<file path="src/rtl/vga_scan_ctrl.sv">
// VGA raster scanner: hc/vc counters drive an external coordinate mapper, stage 1
// issues the image RAM read and stage 2 picks the pixel colour, keeping syncs aligned.
module vga_scan_ctrl #(
   parameter int unsigned H_ACTIVE = 800,
   parameter int unsigned H_FP     = 40,
   parameter int unsigned H_SYNC   = 128,
   parameter int unsigned H_BP     = 88,
   parameter int unsigned V_ACTIVE = 600,
   parameter int unsigned V_FP     = 1,
   parameter int unsigned V_SYNC   = 4,
   parameter int unsigned V_BP     = 23,
   parameter int unsigned IMG_X0   = 231,
   parameter int unsigned IMG_X1   = 711,
   parameter int unsigned IMG_Y0   = 36,
   parameter int unsigned IMG_Y1   = 516,
   parameter logic [11:0] BG_COLOR = 12'h000
) (
   input  logic        clk,
   input  logic        rst,
   input  logic        pix_en,
   input  logic        en,
   output logic [21:0] display_addr,
   input  logic [3:0]  pixel_x,
   input  logic [3:0]  pixel_y,
   output logic [7:0]  mem_addr,
   output logic        mem_rd,
   input  logic [11:0] mem_data,
   output logic [11:0] rgb,
   output logic        hsync,
   output logic        vsync,
   output logic        frame_start
);

   localparam int unsigned H_TOTAL = H_ACTIVE + H_FP + H_SYNC + H_BP;
   localparam int unsigned V_TOTAL = V_ACTIVE + V_FP + V_SYNC + V_BP;
   localparam logic [10:0] H_LAST  = 11'(H_TOTAL - 32'd1);
   localparam logic [10:0] V_LAST  = 11'(V_TOTAL - 32'd1);
   localparam logic [10:0] H_ACT_C = 11'(H_ACTIVE);
   localparam logic [10:0] V_ACT_C = 11'(V_ACTIVE);
   localparam logic [10:0] HS_BEG  = 11'(H_ACTIVE + H_FP);
   localparam logic [10:0] HS_END  = 11'(H_ACTIVE + H_FP + H_SYNC);
   localparam logic [10:0] VS_BEG  = 11'(V_ACTIVE + V_FP);
   localparam logic [10:0] VS_END  = 11'(V_ACTIVE + V_FP + V_SYNC);
   localparam logic [10:0] X0_C    = 11'(IMG_X0);
   localparam logic [10:0] X1_C    = 11'(IMG_X1);
   localparam logic [10:0] Y0_C    = 11'(IMG_Y0);
   localparam logic [10:0] Y1_C    = 11'(IMG_Y1);

   typedef enum logic [1:0] {
      ST_IDLE  = 2'd0,
      ST_RUN   = 2'd1,
      ST_DRAIN = 2'd2
   } state_t;

   state_t      state_q;
   logic [10:0] hc_q;
   logic [10:0] vc_q;
   logic        s1_vld_q;
   logic        s1_img_q;
   logic        s1_act_q;
   logic        s1_hs_q;
   logic        s1_vs_q;
   logic [7:0]  mem_addr_q;
   logic        mem_rd_q;
   logic [11:0] rgb_q;
   logic        hsync_q;
   logic        vsync_q;
   logic        frame_start_q;

   logic        adv_d;
   logic        frame_end_d;
   logic        to_idle_d;
   logic        in_img_d;
   logic        active_d;
   logic        hs_d;
   logic        vs_d;
   logic [10:0] hc_d;
   logic [10:0] vc_d;
   logic [11:0] rgb_d;

   function automatic logic in_span(input logic [10:0] v,
                                    input logic [10:0] lo,
                                    input logic [10:0] hi);
      return (v >= lo) && (v < hi);
   endfunction

   // Advance decode, window/sync classification of the current position and stage-2 colour select
   always_comb begin
      adv_d       = pix_en && (state_q != ST_IDLE);
      frame_end_d = (hc_q == H_LAST) && (vc_q == V_LAST);
      to_idle_d   = adv_d && frame_end_d && (state_q == ST_DRAIN) && !en;
      in_img_d    = in_span(hc_q, X0_C, X1_C) && in_span(vc_q, Y0_C, Y1_C);
      active_d    = (hc_q < H_ACT_C) && (vc_q < V_ACT_C);
      hs_d        = in_span(hc_q, HS_BEG, HS_END);
      vs_d        = in_span(vc_q, VS_BEG, VS_END);
      if (hc_q == H_LAST) begin
         hc_d = 11'd0;
         if (vc_q == V_LAST) begin
            vc_d = 11'd0;
         end else begin
            vc_d = vc_q + 11'd1;
         end
      end else begin
         hc_d = hc_q + 11'd1;
         vc_d = vc_q;
      end
      // An empty stage 1 (first advance after start) shows background, not black
      if (!s1_vld_q) begin
         rgb_d = BG_COLOR;
      end else if (!s1_act_q) begin
         rgb_d = 12'h000;
      end else if (s1_img_q) begin
         rgb_d = mem_data;
      end else begin
         rgb_d = BG_COLOR;
      end
   end

   // Scan FSM, counters and both pipeline stages
   always_ff @(posedge clk or posedge rst) begin
      if (rst) begin
         state_q       <= ST_IDLE;
         hc_q          <= 11'd0;
         vc_q          <= 11'd0;
         s1_vld_q      <= 1'b0;
         s1_img_q      <= 1'b0;
         s1_act_q      <= 1'b0;
         s1_hs_q       <= 1'b0;
         s1_vs_q       <= 1'b0;
         mem_addr_q    <= 8'd0;
         mem_rd_q      <= 1'b0;
         rgb_q         <= BG_COLOR;
         hsync_q       <= 1'b0;
         vsync_q       <= 1'b0;
         frame_start_q <= 1'b0;
      end else begin
         frame_start_q <= 1'b0;
         mem_rd_q      <= 1'b0;
         case (state_q)
            ST_IDLE: begin
               hc_q     <= 11'd0;
               vc_q     <= 11'd0;
               s1_vld_q <= 1'b0;
               s1_img_q <= 1'b0;
               s1_act_q <= 1'b0;
               s1_hs_q  <= 1'b0;
               s1_vs_q  <= 1'b0;
               rgb_q    <= BG_COLOR;
               hsync_q  <= 1'b0;
               vsync_q  <= 1'b0;
               if (pix_en && en) begin
                  state_q       <= ST_RUN;
                  frame_start_q <= 1'b1;
               end
            end
            ST_RUN, ST_DRAIN: begin
               if (to_idle_d) begin
                  state_q    <= ST_IDLE;
                  hc_q       <= 11'd0;
                  vc_q       <= 11'd0;
                  mem_addr_q <= {pixel_y, pixel_x};
                  s1_vld_q   <= 1'b0;
                  s1_img_q   <= 1'b0;
                  s1_act_q   <= 1'b0;
                  s1_hs_q    <= 1'b0;
                  s1_vs_q    <= 1'b0;
                  rgb_q      <= BG_COLOR;
                  hsync_q    <= 1'b0;
                  vsync_q    <= 1'b0;
               end else begin
                  state_q <= en ? ST_RUN : ST_DRAIN;
                  if (adv_d) begin
                     hc_q          <= hc_d;
                     vc_q          <= vc_d;
                     mem_addr_q    <= {pixel_y, pixel_x};
                     mem_rd_q      <= in_img_d && active_d;
                     s1_vld_q      <= 1'b1;
                     s1_img_q      <= in_img_d;
                     s1_act_q      <= active_d;
                     s1_hs_q       <= hs_d;
                     s1_vs_q       <= vs_d;
                     rgb_q         <= rgb_d;
                     hsync_q       <= s1_hs_q;
                     vsync_q       <= s1_vs_q;
                     frame_start_q <= frame_end_d;
                  end
               end
            end
            default: begin
               state_q <= ST_IDLE;
            end
         endcase
      end
   end

   assign display_addr = {hc_q, vc_q};
   assign mem_addr     = mem_addr_q;
   assign mem_rd       = mem_rd_q;
   assign rgb          = rgb_q;
   assign hsync        = hsync_q;
   assign vsync        = vsync_q;
   assign frame_start  = frame_start_q;

endmodule

</file>
<file path="config.mk">
export PLATFORM = sky130hd
export DESIGN_NAME = vga_scan_ctrl
export DESIGN_NICKNAME = d
export VERILOG_FILES = /design/src/rtl/vga_scan_ctrl.sv
export SDC_FILE = /design/constraint.sdc
export NUM_CORES = 1
export LEC_CHECK = 0
export ABC_CLOCK_PERIOD_IN_PS = 2510
export CAP_MARGIN = 20
export CELL_PAD_IN_SITES_DETAIL_PLACEMENT = 1
export CELL_PAD_IN_SITES_GLOBAL_PLACEMENT = 1
export CORE_MARGIN = 10
export CORE_UTILIZATION = 35
export CTS_BUF_LIST = sky130_fd_sc_hd__clkbuf_4 sky130_fd_sc_hd__clkbuf_8
export DETAILED_ROUTE_END_ITERATION = 10
export PLACE_DENSITY = 0.78
export SLEW_MARGIN = 20
export SYNTH_ARGS = -nofsm -noshare
export SYNTH_HDL_FRONTEND = slang
export SYNTH_SLANG_ARGS = --single-unit
</file>
<file path="constraint.sdc">
create_clock -name clk -period 2.51 [get_ports clk]
set_clock_uncertainty 0.2 [all_clocks]
set_input_delay 0.3765 -clock clk [delete_from_list [all_inputs] [get_ports clk]]
set_output_delay 0.3765 -clock clk [all_outputs]
set_load 0.03 [all_outputs]
</file>
==> flow_summary.toml <==
[final_layout]
multi_input_area_um2 = 1300
post_route_cells_drive_above_1_share_pct = 15.7
num_antenna_cells = 0
register_area_um2 = 1330
nFillCells = 869
syn_to_final_growth_pct = 42.0
layout.nets = 406

[logic_synthesis]
ys.flop_type = "dfrtp_1"
netlist_top_cells_count = "dfrtp_1, nand2_1, nor2_1"
ys_types = 44
syn_nets = 308
synth_top_area_cell = "dfrtp_1"
ys_ff_latch = 53
synth_cells = 276
seq_area_frac_synth_pct = 48.6
async_flop_share_pct = 100
ys_warn_count = 0
synth-edff-count = 0
synthTopCellsByArea = "dfrtp_1, nand2_1, a32o_1"
yosys.area.top_type_share_pct = 48.6
netlist_area_um2 = 2730
yosysMostFrequentCell = "dfrtp_1"
avgSynthCellArea_um2 = 9.88

[placement]
dp_slack_ns = -0.0701
gp_routability_congestion = 0.832
hpwl_um = 6440
port_buffers = 69

[critical_path]
critPathSlowestCell = "dfrtp_1"
critical_path_required_ns = 2.51
cp_num_buf_inv = 2
critPathMaxFanout = 12
cp-end-kind = "flop"
cpPeakStageDelay_ns = 0.43
critical_path_class = "reg2reg"
cpMostUsedCell = "buf_4"
critPathTopFamily = "simple AND/OR/NAND/NOR gates"
arrival_ns = 2.36
cp_cell_sequence = "nor4b_4 > nand3_2 > nor4_4 > buf_4 > nor2_1 > buf_4 > a32o_1"
start_kind = "flop"

[global_route]
grt_max_degree = 37
overflow = 0
grt_pass1_vias = 2676
antenna_found_initial = 0
grt_first_pass_wirelength_um = 13700
grt.total_usage_pct = 14.4

[floorplan]
rows = 32
die_w_um = 108
die_h_um = 108
pin_count = 70
dieArea_um2 = 11700
initial_core_util_pct = 35.7
core_um2 = 7650

[run_status]
outcome = "completed"

[route]
drt_iter0_markers = 116
avgViaCountPerCell = 5.18
drcViolationCount = 0
num_vias = 2469
dr.pass1.iters = 4
wire_per_inst_um = 17.5
ant_nets = 0
wl_um = 8350

[sta]
fin_tns_setup_ns = 0
tightest_slew_ns = 0.444
finalSetupViolations = 0
hold_viol = 0
relSlewSlack_pct = 70.4
fmax_mhz = 423
min_period_ns = 2.36
final_max_slew_viol_count = 0
setup_slack_ns = 0.146
period_share_pct = 94.2
rsz0062_at_grt = "false"

[clock_network]
clkSlewWorstSetupHoldPaths_ns = 0.10
cts_buffers = 5
cts_buffer_depth = 2
clkSinkCount = 53
cts_tree = "done"
cts_max_level = 2
hold_buffers = 0
cts-root-buf = "clkbuf_8"
clock_latency_ns = 0.31

[power]
p_per_area_nw_per_um2 = 812
peakVddDrop_mv = 0.490
p_leak_nw = 1.68

[hold_path]
hold_path_class = "in2async"

[run]
max-cap-violations = 0
==> where the power goes <==
part,switching (mW),internal [mW]
Clock,0.294,0.208
Combinational,0.991,0.601
Sequential,0.0714,0.976
==> metal layers <==
| layer | GRT usage [%] | wire length (µm) | vias up |
|---|---|---|---|
| met2 | 25.4 | 4070 | 68 |
| met1 | 17.3 | 3680 | 1224 |
| li1 | - | - | 1170 |
| met4 | 3.86 | 80 | 0 |
| met3 | 3.21 | 519 | 7 |
| met5 | 0 | 0 | - |
==> placed cells by master, fill, tap and decap left out, types with 2 or more instances in the layout <==
| cell | synthesis | layout |
|---|---|---|
| clkdlybuf4s50_1 | 0 | 69 |
| dfrtp_1 | 53 | 53 |
| nand2_1 | 44 | 44 |
| buf_4 | 0 | 38 |
| nor2_1 | 28 | 28 |
| a32o_1 | 15 | 15 |
| xnor2_1 | 12 | 12 |
| o21ai_0 | 12 | 12 |
| nor3_1 | 10 | 10 |
| nand3_1 | 9 | 9 |
| inv_1 | 9 | 8 |
| ha_1 | 8 | 8 |
| a21oi_1 | 6 | 6 |
| clkbuf_8 | 0 | 5 |
| xor2_1 | 4 | 4 |
| nand4_1 | 3 | 3 |
| a41oi_1 | 3 | 3 |
| mux2i_1 | 3 | 3 |
| nand3b_1 | 2 | 2 |
| nor4b_4 | 2 | 2 |
| nand4_2 | 2 | 2 |
| and4_1 | 2 | 2 |
| nor2b_1 | 2 | 2 |
| nand2b_1 | 2 | 2 |
| a211oi_1 | 2 | 2 |
| and3_1 | 2 | 2 |
| a31oi_1 | 2 | 2 |
| nor3b_1 | 2 | 2 |
| a2111oi_2 | 2 | 2 |
| a21o_1 | 2 | 2 |
| or3_1 | 2 | 2 |
| o31ai_1 | 2 | 2 |
| clkinvlp_4 | 0 | 2 |
==> sequential cells by signal, summed over array words and instances, names as in the netlist <==
signal,flops
frame_start,1
hc_q,11
hsync,1
mem_addr,8
mem_rd,1
rgb,12
s1_act_q,1
s1_hs_q,1
s1_img_q,1
s1_vld_q,1
s1_vs_q,1
state_q,2
vc_q,11
vsync,1
==> final timing paths <==
path	slack (ns)	depth (start not counted)	start	to
worst max-delay path	0.15	7	hc_q[7]	rgb[11]
worst min-delay path	0.18	2	rst	mem_addr[7]
worst max register to register	0.15	7	hc_q[7]	rgb[11]
worst min register to register	0.29	2	mem_addr[5]	mem_addr[5]
max in group asynchronous	1.37	3	rst	vc_q[9]
min in group clk	0.29	2	mem_addr[5]	mem_addr[5]
==> area by class of cell <==
cell class / instances / share of cell area, %
Clock buffer: 6 / 1.97
Clock inverter: 2 / 0.388
Inverter: 9 / 0.873
Multi-Input combinational cell: 197 / 33.5
Sequential cell: 53 / 34.3
Tap cell: 102 / 3.30
Timing Repair Buffer: 108 / 25.7
==> stage by stage <==
stage	cell area, µm²	hold slack (ns)	power, mW	utilization, %	cells
after floorplan	2730	0.244	1.95	-	276
after global placement	3760	0.258	2.61	49.1	468
after detailed placement	3760	0.267	2.65	49.1	468
after CTS	3850	0.202	3.17	50.4	476
after global routing	3870	0.239	3.38	50.6	477
final	3870	0.184	3.14	50.6	477
==> worst register-to-register path, delay by kind of cell (launching register included) <==
kind	cells	cell delay, ns
AND/OR/NAND/NOR	4	1.02
buffers and inverters	2	0.33
AO/OA/AOI/OAI	1	0.27
flip-flops	1	0.43
==> logic make-up (layout without fill, tap and decap cells) <==
kind of cell,after synthesis,in the layout,share of synthesized area (%)
muxes,3,3,1.10
xor gates and xnor gates,16,16,5.14
buffers and inverters,26,125,4.41
DFF,53,53,48.6
AOI/OAI and AO/OA,49,49,14.0
and+or+nand+nor,121,121,23.1
adders and majority gates,8,8,3.67
==> what timing repair did <==
| action | CTS | global route |
|---|---|---|
| endpoints found under the hold margin | 0 | 0 |
| resized for setup | 1 | 2 |
| pin swaps | 0 | 1 |
| setup buffers | 0 | 1 |
| setup endpoints to repair | 5 | 13 |
(Power assumes the default switching activity.)
